--- config.mk ---
export PLATFORM = sky130hd
export DESIGN_NAME = matrix_scroll_sequencer
export DESIGN_NICKNAME = d
export VERILOG_FILES = /design/src/rtl/matrix_pkg.sv /design/src/rtl/glyph_fifo.sv /design/src/rtl/matrix_scroll_sequencer.sv
export SDC_FILE = /design/constraint.sdc
export NUM_CORES = 1
export LEC_CHECK = 0
export CORE_MARGIN = 3
export CORE_UTILIZATION = 40
export CTS_BUF_LIST = sky130_fd_sc_hd__clkbuf_4
export DETAILED_ROUTE_END_ITERATION = 10
export MAX_ROUTING_LAYER = met4
export SLEW_MARGIN = 10
export SYNTH_ARGS = -nofsm -noshare
export SYNTH_HDL_FRONTEND = slang
export SYNTH_HIERARCHICAL = 1
export SYNTH_SLANG_ARGS = --single-unit
--- constraint.sdc ---
create_clock -name clk -period 3.56 [get_ports clk]
set_input_delay 0.712 -clock clk [delete_from_list [all_inputs] [get_ports clk]]
set_output_delay 0.712 -clock clk [all_outputs]
set_load 0.1 [all_outputs]
--- src/rtl/matrix_pkg.sv ---
// Constants and state encoding shared by the scroll sequencer and the frame serializer.
package matrix_pkg;

    typedef enum logic [1:0] {
        IDLE,
        START,
        WAIT,
        ADVANCE
    } state_t;

    localparam int                 SHIFT_W   = 3;
    localparam logic [SHIFT_W-1:0] SHIFT_MAX = 3'd7;

    localparam int DEF_GLYPH_W     = 4;
    localparam int DEF_BLANK_GLYPH = 0;

endpackage

--- src/rtl/glyph_fifo.sv ---
// Synchronous glyph queue: no bypass, a push while full is refused, push and pop may coincide.
module glyph_fifo #(
    parameter int WIDTH = 4,
    parameter int DEPTH = 4
) (
    input  logic                     clk,
    input  logic                     reset,
    input  logic                     i_push,
    input  logic [WIDTH-1:0]         i_data,
    input  logic                     i_pop,
    output logic [WIDTH-1:0]         o_data,
    output logic                     o_full,
    output logic                     o_empty,
    output logic [$clog2(DEPTH):0]   o_count
);

    localparam int AW = $clog2(DEPTH);

    logic [WIDTH-1:0] r_mem [DEPTH];
    logic [AW-1:0]    r_wr_ptr;
    logic [AW-1:0]    r_rd_ptr;
    logic [AW:0]      r_count;
    logic             w_do_push;
    logic             w_do_pop;

    assign o_full    = (r_count == (AW+1)'(DEPTH));
    assign o_empty   = (r_count == '0);
    assign o_count   = r_count;
    assign o_data    = r_mem[r_rd_ptr];
    assign w_do_push = i_push && !o_full;
    assign w_do_pop  = i_pop && !o_empty;

    // NOTE: storage is deliberately not reset; the count alone defines which entries are valid.
    always_ff @(posedge clk) begin
        if (w_do_push)
            r_mem[r_wr_ptr] <= i_data;
    end

    // Pointers wrap for free because DEPTH is a power of two.
    always_ff @(posedge clk) begin
        if (reset) begin
            r_wr_ptr <= '0;
            r_rd_ptr <= '0;
            r_count  <= '0;
        end else begin
            if (w_do_push)
                r_wr_ptr <= r_wr_ptr + 1'b1;
            if (w_do_pop)
                r_rd_ptr <= r_rd_ptr + 1'b1;
            case ({w_do_push, w_do_pop})
                2'b10:   r_count <= r_count + 1'b1;
                2'b01:   r_count <= r_count - 1'b1;
                default: r_count <= r_count;
            endcase
        end
    end

endmodule

--- src/rtl/matrix_scroll_sequencer.sv ---
// Frame-by-frame scroll sequencer for the 8x8 LED matrix serializer, fed by a glyph queue.
module matrix_scroll_sequencer
    import matrix_pkg::*;
#(
    parameter int GLYPH_W     = DEF_GLYPH_W,
    parameter int FIFO_DEPTH  = 4,
    parameter int HOLD_FRAMES = 1,
    parameter int BLANK_GLYPH = DEF_BLANK_GLYPH
) (
    input  logic                          clk,
    input  logic                          reset,
    input  logic                          enable,
    input  logic                          char_valid,
    input  logic [GLYPH_W-1:0]            char_code,
    output logic                          char_ready,
    output logic                          frame_start,
    input  logic                          frame_done,
    output logic [GLYPH_W-1:0]            glyph_cur,
    output logic [GLYPH_W-1:0]            glyph_next,
    output logic [SHIFT_W-1:0]            shift,
    output logic                          busy,
    output logic [$clog2(FIFO_DEPTH):0]   fifo_count
);

    localparam logic [GLYPH_W-1:0] BLANK_VAL = GLYPH_W'(BLANK_GLYPH);
    localparam int                 HOLD_W    = (HOLD_FRAMES > 1) ? $clog2(HOLD_FRAMES) : 1;
    localparam logic [HOLD_W-1:0]  HOLD_LAST = HOLD_W'(HOLD_FRAMES - 1);

    state_t               r_state;
    logic                 r_frame_start;
    logic                 r_busy;
    logic [GLYPH_W-1:0]   r_glyph_cur;
    logic [GLYPH_W-1:0]   r_glyph_next;
    logic [SHIFT_W-1:0]   r_shift;
    logic [HOLD_W-1:0]    r_hold_cnt;

    logic                 w_fifo_full;
    logic                 w_fifo_empty;
    logic [GLYPH_W-1:0]   w_fifo_data;
    logic                 w_parked;
    logic                 w_pop;

    assign w_parked = (r_glyph_cur == BLANK_VAL) && (r_glyph_next == BLANK_VAL) && (r_shift == '0);
    assign w_pop    = (r_state == ADVANCE) && !w_fifo_empty && (w_parked || r_shift == SHIFT_MAX);

    glyph_fifo #(
        .WIDTH (GLYPH_W),
        .DEPTH (FIFO_DEPTH)
    ) u_fifo (
        .clk     (clk),
        .reset   (reset),
        .i_push  (char_valid),
        .i_data  (char_code),
        .i_pop   (w_pop),
        .o_data  (w_fifo_data),
        .o_full  (w_fifo_full),
        .o_empty (w_fifo_empty),
        .o_count (fifo_count)
    );

    // NOTE: every register here is next-state, so only non-blocking assignments are used.
    always_ff @(posedge clk) begin
        if (reset) begin
            r_state       <= IDLE;
            r_frame_start <= 1'b0;
            r_busy        <= 1'b0;
            r_glyph_cur   <= BLANK_VAL;
            r_glyph_next  <= BLANK_VAL;
            r_shift       <= '0;
            r_hold_cnt    <= '0;
        end else begin
            r_frame_start <= 1'b0;
            case (r_state)
                IDLE: begin
                    if (enable) begin
                        r_state       <= START;
                        r_frame_start <= 1'b1;
                        r_busy        <= 1'b1;
                    end
                end
                START: r_state <= WAIT;
                WAIT: begin
                    if (frame_done) begin
                        if (r_hold_cnt == HOLD_LAST) begin
                            r_hold_cnt <= '0;
                            r_state    <= ADVANCE;
                        end else if (enable) begin
                            r_hold_cnt    <= r_hold_cnt + 1'b1;
                            r_state       <= START;
                            r_frame_start <= 1'b1;
                        end else begin
                            r_hold_cnt <= '0;
                            r_state    <= IDLE;
                            r_busy     <= 1'b0;
                        end
                    end
                end
                ADVANCE: begin
                    // A parked display only wakes up when a glyph is queued.
                    if (w_parked) begin
                        if (!w_fifo_empty)
                            r_glyph_next <= w_fifo_data;
                    end else if (r_shift != SHIFT_MAX) begin
                        r_shift <= r_shift + 1'b1;
                    end else begin
                        r_glyph_cur  <= r_glyph_next;
                        r_shift      <= '0;
                        r_glyph_next <= w_fifo_empty ? BLANK_VAL : w_fifo_data;
                    end
                    r_state       <= enable ? START : IDLE;
                    r_frame_start <= enable;
                    r_busy        <= enable;
                end
                default: r_state <= IDLE;
            endcase
        end
    end

    assign char_ready  = !w_fifo_full;
    assign frame_start = r_frame_start;
    assign busy        = r_busy;
    assign glyph_cur   = r_glyph_cur;
    assign glyph_next  = r_glyph_next;
    assign shift       = r_shift;

endmodule

; Yosys cells after proc, flatten, opt, wreduce, memory -nomap -nowiden
; Memory sizes are Yosys's and may differ from the RTL's. A register that Yosys moved wholly into a read port is not among the register bits.
; Cells that the tools add are included.
; Widths: inputs -> output; s select.
[word_totals]
mem_bits_rw = 16
reg_bits = 23
n_memories = 1
output_inout_bits = 17
word_cells = 81
in_bits = 9
[op_classes]
eq_ne = 14
mux = 26
n_bitwise = 2
addsub = 6
n_reduce_logical = 22
[memory_table]
columns = name, depth, word_bits, rd, rd_ports_with_merged_regs, wr, line
row1 = u_fifo.r_mem, 4, 4, 1, 1, 1, glyph_fifo.sv:19  ; logic [WIDTH-1:0] r_mem [DEPTH];
[op_table]
columns = cell, count
row1 = $mux 4, 4
row2 = $mux 1, 12
row3 = $ne 2x2->1 const B, 6
row4 = $mux 2, 5
row5 = $logic_not 4->1, 2
row6 = $pmux 2 s4, 1
row7 = $add 3x1->3 const B, 2
row8 = $eq 2x2->1 const B, 3
row9 = $eq 3x3->1 const B, 2
row10 = $logic_and 1x1->1, 6
row11 = $logic_not 3->1, 2
row12 = $pmux 1 s3, 2
row13 = $pmux 3 s2, 1
row14 = $reduce_and 2->1, 3
row15 = $reduce_and 3->1, 2
row16 = $reduce_and 5->1, 1
row17 = $add 2x1->2 const B, 2
row18 = $eq 2x1->1 const B, 2
row19 = $mux 3, 1
row20 = $ne 3x3->1 const B, 1
row21 = $reduce_bool 3->1, 1
row22 = $sub 3x1->3 const B, 1
row23 = $logic_not 1->1, 2
row24 = $logic_not 2->1, 1
row25 = 4 further kinds, 5

; Longest topological paths before layout
; Gate-level depths: netlist of the first run.
[depth]
depth_word = 8
ltp_mapped = 13
depth_no_buf = 13

; By module
; Netlist of the first run, hierarchy kept.
[by_module_without_submodules]
columns = module, instances, area_per_inst_um2, cells_per_inst, seq_area_each_um2
row1 = glyph_fifo, 1, 1056.0, 74, 660.6
row2 = matrix_scroll_sequencer, 1, 868.3, 100, 320.3

; Least setup slack after synthesis of the first run
; No wires, ideal clock.
[synth_path]
path_type = register to register
from = register r_shift[0] (netlist: shift[0])
to = register u_fifo.r_count[2] (netlist: u_fifo/o_count[2])
stages_incl_launch_ff = 13
path_slack_ns = 0.422
setup_ns = 0.070
arrival_ns = 3.068
required_ns = 3.490
synth_period_minus_slack_ns = 3.138
path_buffers = 0
cell_sequence = dfxtp_1 ha_1 ha_1 a31oi_1 nor3_1 o31ai_2 inv_1 ha_1 inv_1 fa_1 xor2_1 or3_1 a21oi_1
[synth_between]
elab_chain_cells = 7
elab_cells_between_ends = 10
classes_between = 3 x eq/ne / 1 x mux / 6 x reduce/logical
[synth_rtl]
columns = item, line
row1 = "start, declared", matrix_scroll_sequencer.sv:34  ; logic [SHIFT_W-1:0] r_shift;
row2 = "start signal, assigned", matrix_scroll_sequencer.sv:104  ; r_shift <= r_shift + 1'b1;
row3 = $logic_not 3->1, matrix_scroll_sequencer.sv:43  ; assign w_parked = (r_glyph_cur == BLANK_VAL) && (r_glyph_next == BLANK_VAL) && (r_shift == '0);
row4 = $logic_and 1x1->1, matrix_scroll_sequencer.sv:43
row5 = $logic_or 1x1->1 (*), matrix_scroll_sequencer.sv:44  ; assign w_pop = (r_state == ADVANCE) && !w_fifo_empty && (w_parked || r_shift == SHIFT_MAX);
row6 = $logic_and 1x1->1 (*), matrix_scroll_sequencer.sv:44
row7 = via w_pop, matrix_scroll_sequencer.sv:41  ; logic w_pop;
row8 = $logic_and 1x1->1 (*), glyph_fifo.sv:31  ; assign w_do_pop = i_pop && !o_empty;
row9 = via u_fifo.w_do_pop, glyph_fifo.sv:24  ; logic w_do_pop;
row10 = $eq 2x1->1 / $eq 2x2->1 (equally long branches), glyph_fifo.sv:50  ; case ({w_do_push, w_do_pop})
row11 = $pmux 3 s2 / $reduce_bool 2->1 (equally long branches), --
row12 = "end signal, assigned", glyph_fifo.sv:51  ; 2'b10: r_count <= r_count + 1'b1;
row13 = "end signal, assigned", glyph_fifo.sv:52  ; 2'b01: r_count <= r_count - 1'b1;
row14 = "end signal, assigned", glyph_fifo.sv:53  ; default: r_count <= r_count;
row15 = "end, declared", glyph_fifo.sv:22  ; logic [AW:0] r_count;
; Mark *: on every way through the listed nets, which the timed path passes. The rest lies on a longest branch.
; A chain may end at the register's enable or synchronous reset.

; Final worst setup path of the first run
; Ends and elaborated chain as after synthesis.

==> results_dict.tcl, run 1 <==
set metrics [dict create \
    status "finished clean" \
    diodes 0 \
    post-route-drc-count 0 \
    min_path_type "flop to flop" \
    max_cap_violations 0 \
    r2r_cells 13 \
    worstPathCellList "inv_1, ha_1, nor4b_4, a31oi_1, nor3_1, o31ai_2, inv_1, ha_1, inv_1, fa_1, xor2_1, or3_1, a21oi_1" \
    required_ns 3.83 \
    worst_pin_slew_ns 0.980 \
    setup.worst_path.start "shift[0]" \
    drive_gt1_share_pct 10.7 \
    postLayoutCoreUtil_pct 51.3 \
    irDropWorstVdd_uv 244 \
    setup_viol 0 \
    sequentialPowerShare_pct 51.3 \
    max_freq_mhz 355 \
    crit_type "flop to flop" \
    p_int_w 0.000732 \
    synth.cell_area_mm2 0.00192 \
    final_common_cell "dfxtp_1" \
    final.setup.tns_ns 0 \
    postRouteAntennaNets 0 \
    clock-sinks 41 \
    vias 1320 \
    max-slew-margin-rel_pct 34.5 \
    track_usage_pct 13.5 \
    critPathBufInv 3 \
    fin_skew_ns 0.00902 \
    wl_mm 3.30 \
    nNetsFinal 228 \
    finalHoldViolations 0 \
    cp_top_family "simple AND/OR/NAND/NOR gates" \
    yosysWarnings 6 \
    path_max_fanout 5 \
    cp-start-kind "flop" \
    initial_core_util_pct 42.7 \
    htreeDepth 2 \
    r2r-start "shift[0]" \
    synth_seq_cells 41 \
    post-route-period-util_pct 79.2 \
    min_period_ns 2.82 \
    syn_avg_cell_area_um2 11.1 \
    seq_area_frac_synth_pct 51.0 \
    max_stage_delay_ns 0.37 \
    die_h_um 75.4 \
    arrival_ns 3.10 \
    final_max_slew_viol_count 0 \
    ys_types 32 \
    grt_pass1_vias 1172 \
    cts_resized 0 \
    grt_max_degree 14 \
    power_frac_clock_pct 29.5 \
    p_per_area_mw_per_mm2 447 \
    critical-path-slowest-cell "dfxtp_1" \
    wl_per_cell_um 12.8 \
    drt_iter0_markers 57 \
    total_power_w 0.00103 \
    pwr-share-comb_pct 19.2 \
    clk_path_buf_depth 2 \
    rsz0062_at_grt "no" \
    avgViaCountPerCell 5.12 \
    cts_post_setup_buffers_inserted 0 \
    place.gp.congestion 0.860 \
    die_x_um 75.4 \
    synthToLayoutAreaGrowth_pct 20.2 \
    grt-ovfl-total 0 \
    cts_buffers 5 \
    syn_nets 197 \
    crit_cells 13 \
    io_buffers 25 \
    die_area_mm2 0.00568 \
    syn_inst 174 \
    setup.worst_path.end_class "flop" \
    p_switching_w 0.000301 \
    cts_hold_buffers 0 \
    fill_cells 403 \
    root_buffer "clkbuf_4" \
    regToRegEndpoint "u_fifo/o_count[2]" \
    p_sw_share_pct 29.2 \
    rrSetupSlack_ns 0.74 \
    antenna_found_initial 0 \
    core_area_mm2 0.00450 \
    grt_pass1_wl_mm 5.53 \
    final_cell_mix "dfxtp_1 (25), clkdlybuf4s50_1 (22), nand2_1 (19)" \
    async_flop_share_pct 0 \
    leakagePower_nw 0.863 \
    rows 24 \
    dr.pass1.iters 4 \
    ios 26 \
    synth_edf_count 16 \
    insertion_delay_ns 0.34 \
    clk_pin_slew_ns 0.12 \
    ys.flop_type "dfxtp_1" \
    worstSetupEndpoint "u_fifo/o_count[2]" \
    cts_tree "done" \
    dp_hpwl_mm 2.51 \
    cp_common_cell "inv_1" \
]
-- synth_stat cells, types with 3 or more instances --
library cell | instances | area share [%]
or3_1 | 3 | 0.98
o21ai_0 | 4 | 1.0
a211oi_1 | 3 | 1.2
mux4_2 | 4 | 4.7
and2_1 | 4 | 1.3
ha_1 | 13 | 8.5
dfxtp_1 | 25 | 26
edfxtp_1 | 16 | 25
xor2_1 | 3 | 1.4
nor2_1 | 16 | 3.1
inv_1 | 17 | 3.3
nand2b_1 | 3 | 0.98
nand2_1 | 19 | 3.7
mux2i_1 | 9 | 4.7
a21oi_1 | 13 | 3.4
-- worst min-delay path by stage --
stage / start / endpoint / slack [ns] / depth (start not counted)
final: r_hold_cnt / r_hold_cnt / 0.49 / 2
after global routing: u_fifo/r_rd_ptr[1] / flop / 0.51 / 2
after CTS: r_hold_cnt / r_hold_cnt / 0.49 / 2
after detailed placement: r_hold_cnt / r_hold_cnt / 0.47 / 2
after global placement: r_hold_cnt / r_hold_cnt / 0.46 / 2
after floorplan: r_hold_cnt / r_hold_cnt / 0.44 / 2
-- power groups by stage --
stage	registers [W]	logic, W	clock network [W]
6_report	0.000530	0.000199	0.000304
5_1_grt	0.000534	0.000216	0.000336
4_1_cts	0.000530	0.000201	0.000313
3_5_place_dp	0.000541	0.000200	0
3_3_place_gp	0.000539	0.000197	0
2_1_floorplan	0.000600	0.0000885	0
-- through the flow --
stage	setup WS, ns	hold WS (ns)	instance area [um2]	std cells
floorplan	0.422	0.444	1920	174
global placement	0.918	0.460	2230	250
detailed placement	0.774	0.471	2230	250
CTS	0.728	0.488	2310	258
global route	0.571	0.513	2310	258
finish	0.739	0.489	2310	258
-- layer usage --
layer	vias up	routed length (um)	GRT usage, %
met5	-	0	-
met4	0	44	4.66
met3	6	155	4.75
met2	27	1560	19.9
met1	617	1540	17.3
li1	670	-	-
-- worst register-to-register path, cell delays in order (launching register included) --
cell and delay [ns]:
dfxtp_1 0.37, inv_1 0.07, ha_1 0.15, nor4b_4 0.28
a31oi_1 0.14, nor3_1 0.28, o31ai_2 0.14, inv_1 0.08
ha_1 0.18, inv_1 0.06, fa_1 0.37, xor2_1 0.16
or3_1 0.31, a21oi_1 0.15
-- kinds of logic (layout without fill, tap and decap cells) --
| family | count (synthesis) | in the layout | synth area share [%] |
|---|---|---|---|
| AND/OR/NAND/NOR | 57 | 57 | 16.1 |
| adder cells (fa/ha/maj) | 14 | 14 | 9.49 |
| XOR/XNOR | 3 | 3 | 1.37 |
| multiplexers | 13 | 13 | 9.36 |
| flip-flops | 41 | 41 | 51.0 |
| buffers and inverters | 19 | 51 | 3.71 |
| AO/OA/AOI/OAI | 27 | 27 | 8.97 |
-- registers in the layout, indices dropped and copies added, names as in the netlist, named ones only --
name             cells
r_state              2
u_fifo/r_wr_ptr      2
shift                3
glyph_cur            4
u_fifo/r_mem        16
busy                 1
frame_start          1
glyph_next           4
u_fifo/o_count       3
r_hold_cnt           1
u_fifo/r_rd_ptr      2
-- area by class of cell --
cell class | instances | area [um2] | share of cell area [%]
sequential | 41 | 981 | 42.4
multi-input combinational | 114 | 872 | 37.7
timing repair buffer | 26 | 250 | 10.8
inverter | 17 | 63.8 | 2.76
clock buffer | 6 | 45.0 | 1.95
clock inverter | 2 | 35.0 | 1.52
tap | 52 | 65.1 | 2.81
Power figures use the tool's default switching activity.
==> run 2, diff against run 1 <==
Clock period 3.56 ns to 2.9 ns, I/O delays scaled along.
==> run 2 against run 1 <==
Net effect: register-to-register slack worse by 0.56 ns; highest routed layer unchanged; setup slack worse by 0.56 ns; design area is 0.87% lower; clock power is 22% higher; core utilization is 0.44 points lower.
==> results_dict.tcl, run 2 (same netlist as run 1, synthesis figures left out) <==
set metrics [dict create \
    crit_type "flop to flop" \
    setup.worst_path.start "shift[0]" \
    cp-start-kind "flop" \
    power_frac_clock_pct 29.4 \
    clk_path_buf_depth 2 \
    io_buffers 25 \
    track_usage_pct 13.5 \
    place.gp.congestion 0.830 \
    dr.pass1.iters 4 \
    die_x_um 75.4 \
    wl_per_cell_um 13.0 \
    status "finished clean" \
    worst_pin_slew_ns 0.431 \
    irDropWorstVdd_uv 251 \
    finalHoldViolations 0 \
    post-route-drc-count 0 \
    root_buffer "clkbuf_4" \
    cts_tree "done" \
    drive_gt1_share_pct 20.4 \
    max_freq_mhz 367 \
    p_int_w 0.000889 \
    dp_hpwl_mm 2.60 \
    min_path_type "flop to flop" \
    max_cap_violations 0 \
    setup_viol 0 \
    final.setup.tns_ns 0 \
    fin_skew_ns 0.00246 \
    synthToLayoutAreaGrowth_pct 19.1 \
    arrival_ns 3.01 \
    post-route-period-util_pct 94.0 \
    min_from "r_hold_cnt" \
    pwr-share-comb_pct 19.1 \
    p_per_area_mw_per_mm2 551 \
    path_max_fanout 5 \
    largest_register "u_fifo/r_mem" \
    postRouteAntennaNets 0 \
    p_switching_w 0.000375 \
    setup.worst_path.end_class "flop" \
    required_ns 3.18 \
    drt_iter0_markers 33 \
    fin_ws_ns 0.175 \
    final_cell_mix "dfxtp_1 (20), nand2_1 (19), buf_4 (18)" \
    initial_core_util_pct 42.7 \
    ios 26 \
    sequentialPowerShare_pct 51.5 \
    diodes 0 \
    clock-sinks 41 \
    leakagePower_nw 0.889 \
    die_h_um 75.4 \
    final_max_slew_viol_count 0 \
    fill_cells 432 \
    core_area_mm2 0.00450 \
    nNetsFinal 228 \
    antenna_found_initial 0 \
    dp_slack_ns 0.118 \
    htreeDepth 2 \
    rsz0062_at_grt "no" \
    vias 1315 \
    wl_mm 3.37 \
    grt_pass1_vias 1275 \
    grt_pass1_wl_mm 5.64 \
    min_period_ns 2.72 \
    grt-ovfl-total 0 \
    clk_pin_slew_ns 0.12 \
    final_common_cell "dfxtp_1" \
    insertion_delay_ns 0.34 \
    largest_reg_flops 16 \
    max-slew-margin-rel_pct 71.2 \
    grt_max_degree 15 \
    hold_slack_ns 0.483 \
    cts_buffers 5 \
    rows 24 \
    r2r-start "shift[0]" \
    avgViaCountPerCell 5.10 \
    p_sw_share_pct 29.7 \
    die_area_mm2 0.00568 \
]
## run 2: cell types whose count changed in the layout (fill, tap and decap cells not counted)
cell and change:
nor3_1 -1, dfxtp_1 -5, buf_4 +14, clkinv_4 +1
clkinv_2 -1, clkbuf_4 -1, dfxtp_2 +5, nor3_2 +1
clkinvlp_4 +1, clkdlybuf4s50_1 -14
## run 2: final cells by class
cell class,instances,area [um2],area share (%)
flip-flops and latches,41,987,43.1
repair buffers,26,215,9.39
well taps,52,65.1,2.84
inverters,17,63.8,2.78
multi-input cells,114,877,38.3
clock inverters,3,46.3,2.02
clock buffers,5,37.5,1.64
## run 2: critical path: stages, from the launching register on
cell	delay (ns)
dfxtp_2	0.36
inv_1	0.05
ha_1	0.15
nor4b_4	0.28
a31oi_1	0.16
nor3_2	0.22
o31ai_2	0.12
inv_1	0.07
ha_1	0.17
inv_1	0.06
fa_1	0.38
xor2_1	0.17
or3_1	0.31
a21oi_1	0.14
## run 2: power groups by stage
stage / clock network, W / registers, W / logic [W]
6_report: 0.000372 / 0.000651 / 0.000242
5_1_grt: 0.000417 / 0.000656 / 0.000265
4_1_cts: 0.000388 / 0.000651 / 0.000243
3_5_place_dp: 0 / 0.000664 / 0.000243
3_3_place_gp: 0 / 0.000663 / 0.000239
2_1_floorplan: 0 / 0.000738 / 0.000109
## run 2: routing by layer
layer | share of wire (%) | GRT usage (%)
met1 | 47 | 16.3
met2 | 48 | 21.4
met3 | 4.6 | 4.62
met4 | 0.56 | 3.88
met5 | 0 | -
## run 2: timing repair
action | 4_1_cts | 5_1_grt
gates resized for setup | 0 | 1
endpoints found under the setup margin | 0 | 1
endpoints found under the hold margin | 0 | 0
setup buffers | 0 | 0
hold buffers | 0 | 0
## run 2: through the flow
step / instance area [um2] / power [W] / std cells / util (%)
3_3_place_gp: 2200 / 0.000902 / 250 / 48.9
3_5_place_dp: 2200 / 0.000907 / 250 / 48.9
5_1_grt: 2290 / 0.00134 / 258 / 50.9
6_report: 2290 / 0.00126 / 258 / 50.9
2_1_floorplan: 1930 / 0.000846 / 174 / -
4_1_cts: 2290 / 0.00128 / 258 / 50.8
## run 2: final timing paths
path                             to  slack, ns  cells after the start
setup / recovery  u_fifo/o_count[2]       0.18                     13
hold / removal           r_hold_cnt       0.48                      2
setup reg to reg  u_fifo/o_count[2]       0.18                     13
hold reg to reg          r_hold_cnt       0.48                      2
